<file path="src/rtl/wb_arbiter_pkg.sv">
// Shared types and constants for the write-back arbiter and its per-source FIFOs.
package wb_arbiter_pkg;

    localparam int unsigned NR_WB_SRC     = 3;
    localparam int unsigned NR_WB_PORTS   = 2;
    localparam int unsigned WB_FIFO_DEPTH = 4;
    localparam int unsigned TRANS_ID_BITS = 8;
    localparam int unsigned XLEN          = 32;

    typedef logic [$clog2(NR_WB_SRC)-1:0] wb_src_idx_t;

    // Source slot assignment on the arbiter input side
    localparam wb_src_idx_t WB_SRC_ALU  = wb_src_idx_t'(0);
    localparam wb_src_idx_t WB_SRC_NONE = wb_src_idx_t'(1);
    localparam wb_src_idx_t WB_SRC_LSU  = wb_src_idx_t'(2);

    typedef struct packed {
        logic [TRANS_ID_BITS-1:0] id;
        logic [XLEN-1:0]          result;
    } fu_output_t;

    typedef struct packed {
        logic [TRANS_ID_BITS-1:0] id;
        logic                     valid;
    } completion_port_t;

endpackage

</file>
<file path="src/rtl/wb_fifo.sv">
// Single-source result FIFO. The caller must not push when full or pop when empty.
module wb_fifo
    import wb_arbiter_pkg::*;
#(
    parameter int unsigned DEPTH = WB_FIFO_DEPTH,
    parameter type         T     = fu_output_t
) (
    input  logic                     clk,
    input  logic                     rst,
    input  logic                     flush,
    input  logic                     push,
    input  logic                     pop,
    input  T                         data,
    output logic                     full,
    output logic                     empty,
    output logic [$clog2(DEPTH):0]   count,
    output T                         head
);

    localparam int unsigned AW = $clog2(DEPTH);
    localparam int unsigned CW = AW + 1;

    T               mem [DEPTH];
    logic [AW-1:0]  wr_q;
    logic [AW-1:0]  rd_q;
    logic [CW-1:0]  count_q;

    // Storage and pointer update; flush behaves exactly like reset
    always_ff @(posedge clk) begin
        if (rst || flush) begin
            wr_q    <= '0;
            rd_q    <= '0;
            count_q <= '0;
        end else begin
            if (push) begin
                mem[wr_q] <= data;
                wr_q      <= wr_q + AW'(1);
            end
            if (pop) begin
                rd_q <= rd_q + AW'(1);
            end
            if (push && !pop) begin
                count_q <= count_q + CW'(1);
            end else if (!push && pop) begin
                count_q <= count_q - CW'(1);
            end
        end
    end

    assign full  = (count_q == CW'(DEPTH));
    assign empty = (count_q == '0);
    assign count = count_q;
    assign head  = mem[rd_q];

endmodule

</file>
<file path="src/rtl/wb_arbiter.sv">
// Buffers per-FU results and arbitrates them round-robin onto the write-back ports.
module wb_arbiter
    import wb_arbiter_pkg::*;
#(
    parameter int unsigned NR_SRC   = NR_WB_SRC,
    parameter int unsigned NR_PORTS = NR_WB_PORTS,
    parameter int unsigned DEPTH    = WB_FIFO_DEPTH
) (
    input  logic                  clk,
    input  logic                  rst,
    input  logic                  flush_i,
    input  fu_output_t            src_i [NR_SRC],
    input  logic [NR_SRC-1:0]     src_i_valid,
    output logic [NR_SRC-1:0]     src_i_ready,
    output fu_output_t            wb_o [NR_PORTS],
    output logic [NR_PORTS-1:0]   wb_o_valid,
    output completion_port_t      compl_o [NR_PORTS]
);

    localparam int unsigned IDX_W = (NR_SRC > 1) ? $clog2(NR_SRC) : 1;
    localparam int unsigned CNT_W = $clog2(DEPTH) + 1;

    logic [IDX_W-1:0]  rr_q;
    logic [IDX_W-1:0]  rr_d;
    logic [NR_SRC-1:0] push;
    logic [NR_SRC-1:0] pop;
    logic [NR_SRC-1:0] full;
    logic [NR_SRC-1:0] empty;
    fu_output_t        head  [NR_SRC];
    logic [CNT_W-1:0]  count [NR_SRC];

    int unsigned       pos  [NR_SRC];
    int unsigned       rank [NR_SRC];
    int unsigned       last_pos;
    logic              any_gnt;

    // Ready depends on registered occupancy only, so a full FIFO stays not-ready during its pop cycle
    assign src_i_ready = ~full;
    assign push        = src_i_valid & src_i_ready;

    for (genvar s = 0; s < NR_SRC; s++) begin : g_src
        wb_fifo #(
            .DEPTH (DEPTH),
            .T     (fu_output_t)
        ) u_fifo (
            .clk   (clk),
            .rst   (rst),
            .flush (flush_i),
            .push  (push[s]),
            .pop   (pop[s]),
            .data  (src_i[s]),
            .full  (full[s]),
            .empty (empty[s]),
            .count (count[s]),
            .head  (head[s])
        );

        // Occupancy can never exceed the FIFO depth
        always_ff @(posedge clk) begin
            if (!rst) assert (count[s] <= CNT_W'(DEPTH));
        end
    end

    // Rank each non-empty source by its distance from rr_q; rank r goes to port r.
    // Comparing ranks avoids variable-indexed port selection.
    always_comb begin
        for (int unsigned s = 0; s < NR_SRC; s++) begin
            pos[s] = (s + NR_SRC - 32'(rr_q)) % NR_SRC;
        end
        for (int unsigned s = 0; s < NR_SRC; s++) begin
            rank[s] = 0;
            for (int unsigned t = 0; t < NR_SRC; t++) begin
                if (!empty[t] && (pos[t] < pos[s])) begin
                    rank[s] = rank[s] + 1;
                end
            end
        end
        pop      = '0;
        any_gnt  = 1'b0;
        last_pos = 0;
        for (int unsigned s = 0; s < NR_SRC; s++) begin
            if (!empty[s] && (rank[s] < NR_PORTS)) begin
                pop[s]  = 1'b1;
                any_gnt = 1'b1;
                if (pos[s] > last_pos) begin
                    last_pos = pos[s];
                end
            end
        end
        rr_d = any_gnt ? IDX_W'((32'(rr_q) + last_pos + 1) % NR_SRC) : rr_q;
    end

    // Drive each port from the source holding its rank; completion mirrors write-back
    always_comb begin
        for (int unsigned p = 0; p < NR_PORTS; p++) begin
            wb_o[p]       = '0;
            wb_o_valid[p] = 1'b0;
            for (int unsigned s = 0; s < NR_SRC; s++) begin
                if (pop[s] && (rank[s] == p)) begin
                    wb_o[p]       = head[s];
                    wb_o_valid[p] = 1'b1;
                end
            end
            compl_o[p].id    = wb_o[p].id;
            compl_o[p].valid = wb_o_valid[p];
        end
    end

    // Round-robin pointer moves past the last granted source, holds when idle
    always_ff @(posedge clk) begin
        if (rst || flush_i) begin
            rr_q <= '0;
        end else begin
            rr_q <= rr_d;
        end
    end

endmodule
</file>
<file path="config.mk">
export PLATFORM = sky130hd
export DESIGN_NAME = wb_arbiter
export DESIGN_NICKNAME = d
export VERILOG_FILES = /design/src/rtl/wb_arbiter_pkg.sv /design/src/rtl/wb_fifo.sv /design/src/rtl/wb_arbiter.sv
export SDC_FILE = /design/constraint.sdc
export NUM_CORES = 1
export LEC_CHECK = 0
export BUFFER_PORTS_ARGS = -buffer_cell sky130_fd_sc_hd__buf_2
export CORE_UTILIZATION = 55
export CTS_BUF_LIST = sky130_fd_sc_hd__clkbuf_4 sky130_fd_sc_hd__clkbuf_8 sky130_fd_sc_hd__clkbuf_16
export DETAILED_ROUTE_END_ITERATION = 16
export GPL_TIMING_DRIVEN = 0
export HOLD_SLACK_MARGIN = 0.05
export PLACE_DENSITY = 0.83
export SLEW_MARGIN = 20
export SYNTH_ARGS = -nofsm -noshare
export SYNTH_HDL_FRONTEND = slang
export SYNTH_HIERARCHICAL = 1
export SYNTH_SLANG_ARGS = --single-unit
</file>
<file path="constraint.sdc">
create_clock -name clk -period 6.1 [get_ports clk]
set_input_delay 0 -clock clk [delete_from_list [all_inputs] [get_ports clk]]
set_output_delay 0 -clock clk [all_outputs]
set_load 0.01 [all_outputs]
</file>
### Word-level counts from Yosys, hierarchy flattened

Memory sizes are Yosys's and may differ from the RTL's. A register that Yosys moved wholly into a read port is not among the register bits.
Index checks and enable logic that the tools add are counted.
Widths: inputs -> output; s select.

| word-level totals | value |
|---|---|
| register bits | 23 |
| RAM bits | 480 |
| bits of input ports | 126 |
| logic and storage cells | 159 |
| memories kept | 3 |

Memory list:

| name | words | bits a word | read ports | clocked after Yosys merged registers in | wr ports | RTL line | RTL |
|---|---|---|---|---|---|---|---|
| g_src[0].u_fifo.mem | 4 | 40 | 1 | 1 | 1 | wb_fifo.sv:23 | `T mem [DEPTH];` |
| g_src[1].u_fifo.mem | 4 | 40 | 1 | 1 | 1 | wb_fifo.sv:23 |  |
| g_src[2].u_fifo.mem | 4 | 40 | 1 | 1 | 1 | wb_fifo.sv:23 |  |

| cells by class | value |
|---|---|
| $add $sub $neg | 23 |
| div/mod/pow operators | 4 |
| magnitude comparators | 15 |
| equality and inequality tests | 6 |
| muxes and demuxes | 53 |
| bitwise gates (word level) | 2 |
| reductions and logical operators | 43 |

Operators by type and width:

| kind | count |
|---|---|
| $mux 32 | 12 |
| $lt 32x32->1 | 9 |
| $mux 40 | 6 |
| $add 32x1->32 const B | 7 |
| $mod 32x2->32 const B | 4 |
| $eq 32x1->1 const B | 3 |
| $logic_not 32->1 | 3 |
| $lt 32x2->1 const B | 3 |
| $gt 32x32->1 | 2 |
| $add 2x32->32 | 1 |
| $gt 32x1->1 const B | 1 |
| $logic_and 1x1->1 | 24 |
| $mux 1 | 23 |
| $mux 3 | 6 |
| $add 2x1->2 const B | 6 |
| $mux 2 | 6 |
| $add 3x1->3 const B | 3 |
| $eq 3x3->1 const B | 3 |
| $logic_not 1->1 | 9 |
| $logic_not 3->1 | 3 |
| $sub 3x1->3 const B | 3 |
| $sub 3x2->4 const A | 2 |
| $reduce_bool 2->1 | 3 |
| $and 3x3->3 | 1 |
| other kinds (3) | 3 |

### Logic depth before layout (Yosys ltp)

Gate-level depths: netlist of run 1.

| logic depth | value |
|---|---|
| depth in word-level cells | 21 |
| mapped depth | 28 |
| gate-level depth less buffers | 28 |

### Cells and area by module

Netlist of run 1, hierarchy kept.

By module, submodules not included:

| module | instances | cells each | area each (µm²) | seq. area each (µm²) |
|---|---|---|---|---|
| wb_fifo | 3 | 255 | 6256.0 | 4984.8 |
| wb_arbiter | 1 | 436 | 2690.1 | 40.0 |

### Worst setup path before layout of run 1

OpenSTA, ideal clock, no wires.

| path | value |
|---|---|
| path type | register to register |
| start point | register rr_q[1] |
| end point | register rr_q[1] |
| library setup time | 132 ps |
| data arrival time | 5409 ps |
| setup slack | 559 ps |
| stages on the path, launching flop included | 26 |
| path buffers | 0 |
| clock period less this slack | 5541 ps |
| cells stage by stage | dfxtp_1 inv_1 ha_1 or2_2 inv_1 ha_1 nor3_4 nor4_1 a21oi_1 ha_1 nor2b_1 o211ai_1 a311o_1 a21oi_4 mux2i_1 ha_1 inv_1 fa_1 nor3_1 mux2_4 a21oi_1 mux2i_2 ha_1 a211o_1 a2111oi_2 a211oi_2 |

| on the way | value |
|---|---|
| cells in the longest elaborated chain, start to end | 21 |
| elaborated cells between the ends (all ways) | 60 |
| classes of those cells | add/sub (11); div (4); order compare (15); mux (18); reduce/logical (12) |

Ends and longest elaborated chain:

| element | RTL line | RTL |
|---|---|---|
| from (decl) | wb_arbiter.sv:23 | `logic [IDX_W-1:0] rr_q;` |
| from (signal assigned) | wb_arbiter.sv:114 | `rr_q <= rr_d;` |
| $sub 2x2->3 | wb_arbiter.sv:68 | `pos[s] = (s + NR_SRC - 32'(rr_q)) % NR_SRC;` |
| $mod 32x2->32 | wb_arbiter.sv:68 |  |
| $lt 32x32->1 | wb_arbiter.sv:73 | `if (!empty[t] && (pos[t] < pos[s])) begin` |
| $logic_and 1x1->1 | wb_arbiter.sv:73 |  |
| $mux 1 | wb_arbiter.sv:73 |  |
| $add 32x1->32 | wb_arbiter.sv:74 | `rank[s] = rank[s] + 1;` |
| $mux 32 | wb_arbiter.sv:73 |  |
| $add 32x1->32 | wb_arbiter.sv:74 |  |
| (+5 left out) | n/a |  |
| $mux 32 | wb_arbiter.sv:85 | `if (pos[s] > last_pos) begin` |
| $mux 32 | wb_arbiter.sv:82 | `if (!empty[s] && (rank[s] < NR_PORTS)) begin` |
| $gt 32x32->1 | wb_arbiter.sv:85 |  |
| $mux 32 | wb_arbiter.sv:85 |  |
| $mux 32 | wb_arbiter.sv:82 |  |
| $add 2x32->32 | wb_arbiter.sv:90 | `rr_d = any_gnt ? IDX_W'((32'(rr_q) + last_pos + 1) % NR_SRC) : rr_q;` |
| $add 32x1->32 | wb_arbiter.sv:90 |  |
| $mod 32x2->32 | wb_arbiter.sv:90 |  |

Several ways; a longest one is shown, not always the timed one.
A chain may end at the register's enable or synchronous reset.

### Worst setup path after layout of run 1

| path | value |
|---|---|
| start point | register rr_q[0] |
| end point | register rr_q[0] |

Same word-level chain as after synthesis.

==> flow_summary.json, run 1 <==
{
  "r2r_slack_ps": 200,
  "crit_path_end": "rr_q[0]$_SDFFE_PP0P_",
  "crit_start": "rr_q[0]$_SDFFE_PP0P_",
  "drtIter0Drc": 1272,
  "wire_per_inst_um": 25.4,
  "die_area_mm2": 0.0398,
  "syn_area_mm2": 0.0215,
  "power.switching_w": 0.00505,
  "totalWireLength_um": 55200,
  "min_period_ps": 5900,
  "worstHoldPathType": "input port to register",
  "clock_latency_ps": 610,
  "power_density_mw_per_mm2": 507,
  "timing.rr.end": "rr_q[0]$_SDFFE_PP0P_",
  "core-area_mm2": 0.0380,
  "ys_types": 52,
  "area_growth_pct": 23.1,
  "post-place-cells": 1942,
  "io_pins": 229,
  "die_x_um": 200,
  "skew_ps": 17.3,
  "cts_max_level": 2,
  "netlist_top_cells_count": "edfxtp_1, mux4_2, nand2_1, o21ai_0, a22oi_1",
  "worstSetupStartpointType": "register",
  "power_frac_comb_pct": 45.9,
  "whs_path_depth": 4,
  "required_ps": 6580,
  "viasPerCell": 6.10,
  "rows": 71,
  "drive_gt1_share_pct": 31.9,
  "p_clk_share_pct": 24.0,
  "clock_path_buffers": 3,
  "critical_path_class": "register to register",
  "dpl.hpwl_um": 35300,
  "nNetsFinal": 1787,
  "worstPathArrival_ps": 6390,
  "vias": 13220,
  "status": "finished, final reports clean",
  "clock_sinks": 509,
  "yosysSeqAreaShare_pct": 69.9,
  "synth_ff_type": "edfxtp_1",
  "fmax_ghz": 0.169,
  "p_leak_nw": 9.14,
  "end_kind": "register",
  "switching_share_pct": 37.7,
  "ant_nets": 0,
  "ys_ff_latch": 509,
  "yosysMostFrequentCell": "edfxtp_1",
  "setup_violations": 0,
  "relSlewSlack_pct": 45.1,
  "rr_startpoint": "rr_q[0]$_SDFFE_PP0P_",
  "dr.pass1.iters": 6,
  "cts_tree": "yes",
  "fp.dieH_um": 200,
  "synth.area.top_cells": "edfxtp_1, mux4_2, a22oi_1",
  "drv_slew": 0,
  "synth.top_cell.area_share_pct": 67.2,
  "tns_ps": 0,
  "grtUsageTotal_pct": 27.9,
  "portBuffers": 228,
  "synth_fp_nets": 1374,
  "place_ws_ps": -152,
  "p_int_w": 0.00835,
  "grt_pass1_wl_um": 79800,
  "routabilityCongestion": 0.863,
  "hold_viol_final": 0,
  "setup_ws_ps": 197,
  "synth_top_cell_by_area": "edfxtp_1",
  "ff2ff_path_depth": 26,
  "synth_edf_count": 480,
  "cp_max_fo": 6,
  "grt_start_max_net_pins": 41,
  "p_seq_share_pct": 30.1,
  "fin_crit_sh_pct": 96.8,
  "remaining_drc_errors": 0,
  "ys_warn_count": 6,
  "cap_violations": 0,
  "start_util_pct": 56.4,
  "fin_cells": 2168,
  "cts.clk_slew.worst_paths_ps": 60,
  "synthCells": 1201,
  "grt_pass1_vias": 13479,
  "ir_drop_uv": 354,
  "cts_made_buffers": 50,
  "cts_root_buf": "clkbuf_16",
  "async_reset_ff_share_pct": 0,
  "antenna_found_initial": 2,
  "holdWs_ps": 125,
  "worst_pin_slew_ps": 820,
  "synth_area_per_cell_um2": 17.9,
  "overflow": 0
}
-- area by class of cell --
type | instances | area [µm²]
Antenna cell | 4 | 10.0
Buffer | 84 | 616
Clock buffer | 60 | 1330
Clock inverter | 31 | 399
Fill cell | 2407 | 11600
Inverter | 33 | 124
Multi-Input combinational cell | 575 | 5830
Sequential cell | 509 | 15000
Tap cell | 511 | 639
Timing Repair Buffer | 361 | 2480
-- power groups by stage --
stage / clock, W / combinational [W] / sequential (W)
floorplan: 0 / 0.00373 / 0.00408
global placement: 0 / 0.00563 / 0.00410
detailed placement: 0 / 0.00582 / 0.00410
CTS: 0.00324 / 0.00594 / 0.00403
global route: 0.00337 / 0.00662 / 0.00405
finish: 0.00321 / 0.00616 / 0.00403
-- routing by layer --
metal / track usage [%] / vias up / part of all wire, % / wire [µm]
met2: 46.6 / 793 / 50 / 27700
met1: 35.4 / 6661 / 37 / 20300
met3: 5.65 / 155 / 9.1 / 5000
met5: 0 / - / 0 / 0
met4: 12.5 / 0 / 4.0 / 2210
li1: - / 5611 / - / -
-- how the worst min path moves through the flow --
stage | start | to | slack, ps
final | flush_i | g_src[1].u_fifo/count[2]$_SDFFE_PP0P_ | 120
after global routing | src_i[118] | g_src[0].u_fifo/mem[1][38]$_DFFE_PP_ | 150
after CTS | flush_i | g_src[1].u_fifo/count[2]$_SDFFE_PP0P_ | 100
after detailed placement | src_i[100] | g_src[0].u_fifo/mem[2][20]$_DFFE_PP_ | 220
after global placement | src_i[100] | g_src[0].u_fifo/mem[3][20]$_DFFE_PP_ | 210
after floorplan | src_i[80] | g_src[0].u_fifo/mem[0][0]$_DFFE_PP_ | 100
-- flip-flops by register name, indices dropped and copies added, names as in the netlist, named ones only --
register and count:
g_src.u_fifo/mem 480, g_src.u_fifo/count 9, rr_q 2, g_src.u_fifo/rd_q 6
g_src.u_fifo/wr_q 6
-- critical path, cell delays in order, from the launching register on --
cell	delay [ps]
dfxtp_2	390
inv_1	120
ha_1	300
nor2b_1	190
ha_1	260
nor3_4	310
buf_4	190
nand4_1	150
ha_1	340
nand3_1	140
a311o_1	390
a21oi_4	200
mux2i_1	220
ha_1	200
inv_1	70
fa_2	400
nor3_2	250
o21ai_0	170
o311a_1	200
mux2i_4	210
ha_1	240
a2111o_1	130
o21ai_2	70
ha_1	210
a21o_1	190
xnor2_1	170
a21oi_1	90
-- kinds of logic after synthesis --
group,synth area share (%)
multiplexers,13.2
buffers and inverters,3.45
flip-flops,69.9
AND/OR/NAND/NOR,4.06
XOR/XNOR,0.653
AO/OA/AOI/OAI,5.84
adder cells (fa/ha/maj),2.88
-- placed cells by master, fill, tap and decap left out, types with 3 or more instances in the layout --
master / count
a21oi_1: 8
a22oi_1: 81
and2_1: 5
and3_4: 10
buf_12: 14
buf_2: 240
buf_4: 24
buf_6: 3
bufinv_16: 8
clkbuf_1: 39
clkbuf_16: 50
clkbuf_4: 10
clkinv_1: 8
clkinv_2: 10
dfxtp_1: 27
diode_2: 4
dlygate4sd3_1: 125
edfxtp_1: 480
fa_1: 3
ha_1: 43
inv_1: 33
mux2i_1: 9
mux4_2: 120
nand2_1: 89
nand3_1: 3
nor2_1: 33
nor2b_1: 8
nor3_1: 4
nor3_2: 3
nor3b_1: 5
o21ai_0: 88
or2_2: 6
or3_1: 4
xnor2_1: 7
xor2_1: 9
-- through the flow --
step	util (%)	power (W)	cell area, µm²
2_1_floorplan	-	0.00781	21500
3_3_place_gp	61.1	0.00972	23200
3_5_place_dp	61.4	0.00992	23300
4_1_cts	69.2	0.0132	26300
5_1_grt	69.5	0.0140	26400
6_report	69.5	0.0134	26400
-- what timing repair did --
item                                    4_1_cts  5_1_grt
resized for setup                             2       14
pin swaps                                     0        2
endpoints found under the setup margin        2        2
setup buffers                                 0        6
cloned                                        0        0
endpoints found under the hold margin       488        0
hold buffers                                125        0
(Power assumes the default switching activity.)
==> inputs of run 2 (changes only) <==
- PLACE_DENSITY: 0.83 -> not set
- PLACE_DENSITY_LB_ADDON: not set -> 0.12
==> run 2 against run 1 <==
Effect of this change: via count fell by 3.9%; register-to-register slack gained 140 ps; worst hold slack improved by 26 ps; cell count rose by 0.14%; routed wire length decreased by 7.4%; sequential share of layout area increased by 0.052 points; critical endpoint unchanged.
==> flow_summary.json, run 2 (synthesis gave the netlist of run 1 again) <==
{
  "required_ps": 6580,
  "drv_slew": 0,
  "mostFrequentLayoutCells": "edfxtp_1, buf_2, dlygate4sd3_1",
  "cts.clk_slew.worst_paths_ps": 60,
  "overflow": 0,
  "antenna_found_initial": 2,
  "rsz0062_at_grt": "false",
  "crit_path_max_incr_delay_ps": 420,
  "end_kind": "register",
  "min_period_ps": 5760,
  "start_util_pct": 56.4,
  "io_pins": 229,
  "grt_start_max_net_pins": 41,
  "ir_drop_uv": 289,
  "fin_crit_sh_pct": 94.5,
  "post_dp_cell_area_mm2": 0.0234,
  "largest_reg_flops": 480,
  "final_common_cell": "edfxtp_1",
  "core-area_mm2": 0.0380,
  "worstHoldPathType": "input port to register",
  "cts_tree": "yes",
  "grt_pass1_vias": 12657,
  "skew_ps": 20.8,
  "routabilityCongestion": 0.783,
  "ant_nets": 0,
  "die_area_mm2": 0.0398,
  "clock_path_buffers": 3,
  "finalPower_w": 0.0131,
  "dr.pass1.iters": 5,
  "clock_latency_ps": 590,
  "grt_pass1_wl_um": 74700,
  "drive_gt1_share_pct": 31.6,
  "clock_sinks": 509,
  "fmax_ghz": 0.173,
  "nNetsFinal": 1788,
  "status": "finished, final reports clean",
  "cap_violations": 0,
  "wire_per_inst_um": 23.5,
  "p_leak_nw": 9.12,
  "cp_max_fo": 12,
  "worstPathArrival_ps": 6250,
  "worstSetupStartpointType": "register",
  "r2r_slack_ps": 340,
  "cts_root_buf": "clkbuf_16",
  "area_growth_pct": 23.0,
  "largest_register": "g_src.u_fifo/mem",
  "portBuffers": 228,
  "critical_path_class": "register to register",
  "vias": 12702,
  "hold_viol_final": 0,
  "grtUsageTotal_pct": 26.1,
  "final_area_mm2": 0.0264,
  "worst_pin_slew_ps": 820,
  "totalWireLength_um": 51100,
  "dpl.hpwl_um": 33300,
  "die_x_um": 200,
  "crit_path_top_delay_cell": "dfxtp_4",
  "drtIter0Drc": 1022,
  "cts_max_level": 2,
  "fp.dieH_um": 200,
  "rows": 71,
  "fill_cells": 2607,
  "biggestRegsByFlops": "g_src.u_fifo/mem x480, g_src.u_fifo/count x9",
  "post-route-util_pct": 69.4,
  "remaining_drc_errors": 0,
  "setup_violations": 0,
  "viasPerCell": 5.85,
  "relSlewSlack_pct": 45.1,
  "critPathMostFrequentCell": "ha_1",
  "cts_made_buffers": 52,
  "power_density_mw_per_mm2": 496
}
[run 2: layout make-up]
| class | count | area [µm²] | share of cell area (%) |
|---|---|---|---|
| Sequential cell | 509 | 15000 | 56.8 |
| Multi-Input combinational cell | 575 | 5830 | 22.1 |
| Timing Repair Buffer | 360 | 2520 | 9.54 |
| Clock buffer | 62 | 1380 | 5.21 |
| Tap cell | 511 | 639 | 2.42 |
| Buffer | 84 | 616 | 2.33 |
| Clock inverter | 32 | 284 | 1.08 |
| Inverter | 33 | 124 | 0.469 |
| Antenna cell | 5 | 12.5 | 0.0474 |
[run 2: timing repair]
item / in CTS / in global routing
endpoints found under the setup margin: 2 / 2
resized for setup: 3 / 10
buffers inserted: 0 / 3
endpoints found under the hold margin: 488 / 0
pin swaps: 0 / 2
hold buffers: 125 / 0
[run 2: routing by layer]
layer	global-route usage, %	vias up	share of wire (%)
li1	-	5623	-
met1	35.4	6399	41
met2	43.2	593	48
met3	4.76	85	8.4
met4	7.75	2	2.4
met5	0	-	0.025
[run 2: worst paths after layout]
kind | from | end | cells past startpoint
max | rr_q[1]$_SDFFE_PP0P_ | rr_q[0]$_SDFFE_PP0P_ | 28
min | src_i[65] | g_src[1].u_fifo/mem[3][25]$_DFFE_PP_ | 2
max reg2reg | rr_q[1]$_SDFFE_PP0P_ | rr_q[0]$_SDFFE_PP0P_ | 28
min reg2reg | g_src[2].u_fifo/count[2]$_SDFFE_PP0P_ | g_src[2].u_fifo/count[2]$_SDFFE_PP0P_ | 2
[run 2: per-stage QoR]
stage               cells  hold WS (ps)  worst slack, ps  TNS (ps)
floorplan            1201          98.9              559         0
global placement     1940           212             10.9         0
detailed placement   1944           216             -131      -257
CTS                  2163           119            0.829         0
global route         2167           148             32.9         0
finish               2171           151              336         0
[run 2: where the power goes]
part	switching, W	internal (W)	leakage (nW)
clock	0.00128	0.00178	0.823
sequential	0.0000734	0.00395	4.57
combinational	0.00353	0.00248	3.72
total	0.00489	0.00821	9.12
[run 2: worst max-delay path: cells and delay by family, from the launching register on]
family / cells / cell delay [ps]
multiplexers: 3 / 620
adder cells (fa/ha/maj): 7 / 1760
AO/OA/AOI/OAI: 9 / 1640
flip-flops: 1 / 420
buffers and inverters: 4 / 420
AND/OR/NAND/NOR: 4 / 650
XOR/XNOR: 1 / 130
